`src/rtl/panel_led_shifter_pkg.sv`:
```
// Shared constants and frame helper for the front-panel LED shifter.
// State codes are plain localparam constants so legacy code can compare against them.
package panel_led_shifter_pkg;

    localparam int NBITS = 18;

    localparam logic [2:0] ST_LOAD  = 3'd0;
    localparam logic [2:0] ST_SLO   = 3'd1;
    localparam logic [2:0] ST_SHI   = 3'd2;
    localparam logic [2:0] ST_LATCH = 3'd3;
    localparam logic [2:0] ST_GAP   = 3'd4;

    typedef logic [NBITS-1:0] frame_t;

    // Bit NBITS-1 goes out first and ends up at the far end of the chain.
    function automatic frame_t build_frame(
        input logic        run,
        input logic [0:4]  dsel,
        input logic [0:11] word,
        input logic        test
    );
        return test ? '1 : {run, dsel, word};
    endfunction

endpackage

```
`src/rtl/panel_led_shifter.sv`:
```
// Serial driver for the front-panel lamps: snapshots the display word, shifts it
// MSB-first into an external 74HC595-style chain, then strobes the storage latch.
module panel_led_shifter
    import panel_led_shifter_pkg::*;
#(
    parameter int CLK_DIV    = 4,
    parameter int GAP_CYCLES = 16
) (
    input  logic        clk,
    input  logic        reset,
    input  logic [0:11] dout,
    input  logic [0:4]  dsel_led,
    input  logic        run_led,
    input  logic        lamp_test,
    output logic        sr_clk,
    output logic        sr_data,
    output logic        sr_latch,
    output logic        busy,
    output logic        frame_done
);

    localparam logic [7:0]  HALF_RELOAD = 8'(CLK_DIV - 1);
    localparam logic [15:0] GAP_RELOAD  = 16'(GAP_CYCLES - 1);
    localparam logic [4:0]  LAST_BIT    = 5'(NBITS - 1);

    logic [2:0]  state;
    logic [7:0]  half_cnt;
    logic [4:0]  bit_cnt;
    logic [15:0] gap_cnt;
    frame_t      shreg;
    frame_t      frame_in;
    logic        start_load;

    assign frame_in = build_frame(run_led, dsel_led, dout, lamp_test);

    // A new frame starts when the gap expires, or straight out of LATCH when there is no gap.
    assign start_load = ((state == ST_GAP) && (gap_cnt == '0)) ||
                        ((state == ST_LATCH) && (half_cnt == '0) && (GAP_CYCLES == 0));

    // NOTE: all state and outputs update with <= so every register sees pre-edge values.
    always_ff @(posedge clk or posedge reset) begin
        if (reset) begin
            state      <= ST_GAP;
            gap_cnt    <= '0;
            half_cnt   <= '0;
            bit_cnt    <= '0;
            shreg      <= '0;
            sr_clk     <= 1'b0;
            sr_data    <= 1'b0;
            sr_latch   <= 1'b0;
            busy       <= 1'b0;
            frame_done <= 1'b0;
        end else if (start_load) begin
            state      <= ST_LOAD;
            shreg      <= frame_in;
            sr_data    <= frame_in[NBITS-1];
            bit_cnt    <= '0;
            busy       <= 1'b1;
            sr_clk     <= 1'b0;
            sr_latch   <= 1'b0;
            frame_done <= 1'b0;
        end else begin
            case (state)
                ST_LOAD: begin
                    state    <= ST_SLO;
                    half_cnt <= HALF_RELOAD;
                end
                ST_SLO: begin
                    if (half_cnt == '0) begin
                        state    <= ST_SHI;
                        sr_clk   <= 1'b1;
                        half_cnt <= HALF_RELOAD;
                    end else begin
                        half_cnt <= half_cnt - 8'd1;
                    end
                end
                ST_SHI: begin
                    if (half_cnt == '0) begin
                        sr_clk   <= 1'b0;
                        half_cnt <= HALF_RELOAD;
                        if (bit_cnt < LAST_BIT) begin
                            state   <= ST_SLO;
                            bit_cnt <= bit_cnt + 5'd1;
                            shreg   <= shreg << 1;
                            sr_data <= shreg[NBITS-2];
                        end else begin
                            state      <= ST_LATCH;
                            sr_latch   <= 1'b1;
                            frame_done <= (HALF_RELOAD == '0);
                        end
                    end else begin
                        half_cnt <= half_cnt - 8'd1;
                    end
                end
                ST_LATCH: begin
                    // frame_done is registered, so it is raised while entering the final cycle.
                    if (half_cnt == '0) begin
                        state      <= ST_GAP;
                        gap_cnt    <= GAP_RELOAD;
                        sr_latch   <= 1'b0;
                        frame_done <= 1'b0;
                        busy       <= 1'b0;
                        sr_data    <= 1'b0;
                    end else begin
                        half_cnt   <= half_cnt - 8'd1;
                        frame_done <= (half_cnt == 8'd1);
                    end
                end
                ST_GAP: begin
                    gap_cnt <= gap_cnt - 16'd1;
                end
                default: begin
                    state   <= ST_GAP;
                    gap_cnt <= '0;
                end
            endcase
        end
    end

endmodule
```
`config.mk`:
```
export PLATFORM = sky130hd
export DESIGN_NAME = panel_led_shifter
export DESIGN_NICKNAME = d
export VERILOG_FILES = /design/src/rtl/panel_led_shifter_pkg.sv /design/src/rtl/panel_led_shifter.sv
export SDC_FILE = /design/constraint.sdc
export NUM_CORES = 1
export LEC_CHECK = 0
export CAP_MARGIN = 20
export CORE_UTILIZATION = 35
export DETAILED_ROUTE_END_ITERATION = 8
export PLACE_DENSITY = 0.51
export SETUP_SLACK_MARGIN = 0.3
export SLEW_MARGIN = 20
export SYNTH_ARGS = -nofsm -noshare
export SYNTH_HDL_FRONTEND = slang
export SYNTH_SLANG_ARGS = --single-unit
```
`constraint.sdc`:
```
create_clock -name clk -period 2.9 [get_ports clk]
set_input_delay 0.58 -clock clk [delete_from_list [all_inputs] [get_ports clk]]
set_output_delay 0.58 -clock clk [all_outputs]
set_load 0.05 [all_outputs]
```
* Word-level counts from Yosys, hierarchy flattened
Cells that the tools add are included.
** Storage, ports and cells
- Register bits after elaboration :: 54
- Bits of input ports :: 21
- Output and inout bits :: 5
- Word-level logic and storage cells :: 90
** Operators by class
- Add/sub/neg operators :: 3
- Magnitude comparators :: 1
- Equality and inequality tests :: 13
- Mux-type cells :: 39
- Bitwise gates (word level) :: 2
- Reductions and logical operators :: 22
** Operators with widths (count)
- $mux 17 :: 4
- $pmux 16 s3 :: 1
- $pmux 8 s3 :: 1
- $mux 5 :: 4
- $mux 18 :: 1
- $logic_not 16->1 :: 1
- $mux 16 :: 1
- $mux 8 :: 2
- $sub 16x1->16 const B :: 1
- $mux 1 :: 15
- $pmux 3 s5 :: 1
- $reduce_and 3->1 :: 5
- $mux 3 :: 4
- $ne 3x3->1 const B :: 4
- $reduce_and 4->1 :: 3
- $reduce_bool 3->1 :: 3
- $eq 8x1->1 const B :: 1
- $logic_not 8->1 :: 1
- $pmux 1 s2 :: 4
- $reduce_bool 2->1 :: 4
- $sub 8x1->8 const B :: 1
- $eq 3x2->1 const B :: 2
- $add 5x1->5 const B :: 1
- $lt 5x5->1 const B :: 1
- other kinds (12) :: 14

* Logic depth before layout (Yosys ltp)
- Depth after elaboration :: 5
- Gate-level depth with buffers :: 9
- Depth with buffers taken out :: 7

* Least setup slack after synthesis
OpenSTA, ideal clock, no wires.
- Path kind :: register to register
- From :: reg gap_cnt[6]
- To :: reg gap_cnt[15]
- Library setup time :: 79 ps
- Data arrival time :: 2133 ps
- Required time :: 2821 ps
- Slack :: 687 ps
- Cell stages (with the launch flop) :: 6
- Path buffers :: 0
- Clock period less this slack :: 2213 ps
- Path through :: dfrtp_1 -> or4_4 -> or3_1 -> or4_4 -> nor4_1 -> mux2i_1
** Between the ends
- Longest elaborated chain between the ends :: 4
- Elaborated cells on any way between the ends :: 6
- Classes of those cells :: add/sub: 1; mux: 1; bitwise: 1; reduce/logical: 3
** RTL lines
- start, declared :: RTL line panel_led_shifter.sv:29 : logic [15:0] gap_cnt;
- start signal, assigned :: RTL line panel_led_shifter.sv:110 : gap_cnt <= gap_cnt - 16'd1;
- parallel branches: the longest is 4 deep, another holds $sub 16x1->16
Parallel ways; which one is timed is not known.
A chain may end at the register's enable or synchronous reset.

* Final worst setup path
Ends and elaborated chain as after synthesis.

==> reports/metrics.cfg <==
[worst_hold_path]
hold_depth = 2
hold_path.class = flop to flop

[clocking]
hold_buffers = 0
h-tree-depth = 2
clock-root-buffer = clkbuf_8
clk_pin_slew_ns = 0.10
clock_latency_ns = 0.31
clockBufferDepth = 2
cts-buffers-inserted = 5
cts_tree = done
cts_sinks = 54

[pwr]
swShare = 0.228
p_total_mw = 1.28
combPwrFrac = 0.049
cellPowerDensity_nw_per_um2 = 393
seqPwrFrac = 0.597
power_frac_clock = 0.354
irDropWorstVdd_mv = 0.165
p_int_mw = 0.991
p_leak_nw = 1.41
switchingPower_mw = 0.292

[synth]
synth_edf_count = 0
synth_ff_type = dfrtp_1
synth-seq-cells = 54
yosys-top-cells-area = dfrtp_1, nand2_1, xor2_1
syn-cell-area_um2 = 2780
avgSynthCellArea_um2 = 9.07
async_flop_share = 1.00
yosys_warnings = 0
synth_area_leader_cell = dfrtp_1
synthDistinctLibCells = 45
syn_inst = 306
netlist.area_leader.share = 0.478
synth.net_count = 332
synth-seq-area-share = 0.487

[floorplanning]
dieWidth_um = 91.1
dieArea_um2 = 8290
core_area_um2 = 7690
die_height_um = 91.1
rows = 32
initial_core_util = 0.361
io_pins = 26

[global_routing]
grt_max_degree = 41
grt_pass1_vias = 2068
grt_usage = 0.153
antenna_found_initial = 0
grt_pass1_wl_um = 10200
gr-total-overflow = 0

[place]
portBuffers = 25
dp_hpwl_um = 4120
routabilityCongestion = 0.781

[drt]
ant_nets = 0
wl_um = 6000
route.vias.total = 2225
via_per_inst = 5.16
drc = 0
wl_per_cell_um = 13.9
drtIter0Drc = 176
firstDrtPassIters = 4

[timing]
final.setup.tns_ns = 0
rsz0062_at_grt = false
max-slew-margin-rel = 0.530
fin_crit_ns = 2.35
max_freq_ghz = 0.426
drv_slew = 0
skew_ns = 0.0153
finalHoldViolations = 0
period_share = 0.810
setup_viol = 0
max_slew.worst_pin.slew_ns = 0.703

[final_layout]
antenna_cells = 0
final_nets = 354
filler_cell_count = 754
drive_above_1_share = 0.0881
syn_to_final_growth_pct = 17.7

[critical_path]
crit_required_ns = 3.14
reg2reg_slack_ns = 0.55
startpoint_type = flop
critical_path_arrival_ns = 2.59
endpoint_kind = flop
r2r_cells = 5
crit_type = flop to flop
crit_fanout = 6

[outcome]
outcome = completed

[flow_run]
maxCapViolCount = 0

[placed cells by master (no fill, tap or decap), drive strengths merged, types with 5 or more instances in the layout]
cell type,netlist,layout
a21oi,12,12
a31oi,18,18
buf,3,8
clkbuf,15,6
clkdlybuf4s50,0,25
dfrtp,53,53
ha,5,5
inv,9,10
nand2,45,45
nand3,7,7
nor2,30,30
nor3,21,21
nor3b,5,5
nor4,6,6
o21ai,9,9
or3,7,7
xor2,13,13
[critical path, stage by stage (launching register included)]
cell	delay (ns)
dfrtp_1	0.45
or4_4	0.57
or3_1	0.35
or4_4	0.44
nor4_1	0.26
mux2i_1	0.21
[routing by layer]
metal / routed length [um] / global-route usage
met5: 0 / 0
met4: 38 / 0.0397
met1: 2950 / 0.207
met2: 2860 / 0.252
met3: 148 / 0.0276
[flip-flops by register name (all words and copies together), names as in the netlist, 3 cells and up]
signal / cells
gap_cnt: 16
bit_cnt: 5
state: 3
half_cnt: 8
shreg: 17
[logic make-up after synthesis]
group | Yosys count | share of synthesized area
compound gates | 57 | 0.132
xor+xnor | 16 | 0.0505
fa+ha+maj | 5 | 0.0225
buf+inv | 27 | 0.0374
flops | 54 | 0.487
mux | 2 | 0.00721
simple gates | 145 | 0.263
[power groups by stage]
| stage | logic [mW] | registers (mW) | clock network (mW) |
|---|---|---|---|
| after floorplan | 0.0225 | 0.782 | 0 |
| after global placement | 0.0646 | 0.780 | 0 |
| after detailed placement | 0.0653 | 0.780 | 0 |
| after CTS | 0.0656 | 0.766 | 0.479 |
| after global routing | 0.0704 | 0.767 | 0.507 |
| final | 0.0631 | 0.765 | 0.454 |
[stage by stage]
step	worst slack [ns]	cell area, um^2	std cells	hold slack (ns)	util
2_1_floorplan	0.687	2780	306	0.467	-
3_3_place_gp	0.458	3160	423	0.486	0.411
3_5_place_dp	0.440	3160	423	0.468	0.411
4_1_cts	0.420	3260	431	0.495	0.424
5_1_grt	0.353	3270	431	0.528	0.425
6_report	0.552	3270	431	0.488	0.425
[timing repair]
action,in CTS,in global routing
endpoints found under the setup margin,0,26
hold endpoints to repair,0,0
gates resized for setup,0,3
setup buffers,0,0
[cells in the mapped netlist, types with 4 or more instances]
cell and count:
nand2_1 45, a31oi_1 18, xor2_1 13, nor3_1 21, nor2_1 30, clkbuf_1 15, nand2b_1 4, dfrtp_1 53
inv_1 9, o21ai_0 8, nand4_1 4, nor3b_1 5, nor4_1 5, nand3_1 7, a21oi_1 12, ha_1 5
or3_1 5
[cell type report]
cell class              instances  area (um^2)  share of cell area
flip-flops and latches         54         1350               0.414
clock buffers                   6         82.6              0.0253
multi-input cells             225         1330               0.408
inverters                       9         33.8              0.0103
repair buffers                 33          323              0.0988
clock inverters                 2         16.3             0.00498
well taps                     102          128              0.0391
[final timing paths]
| check | endpoint | startpoint |
|---|---|---|
| max in group asynchronous | frame_done | reset |
| setup reg to reg | gap_cnt[15] | gap_cnt[6] |
| hold / removal | busy | busy |
| min in group asynchronous | shreg[0] | reset |
| hold reg to reg | busy | busy |
| setup / recovery | gap_cnt[15] | gap_cnt[6] |
Power figures use the tool's default switching activity.
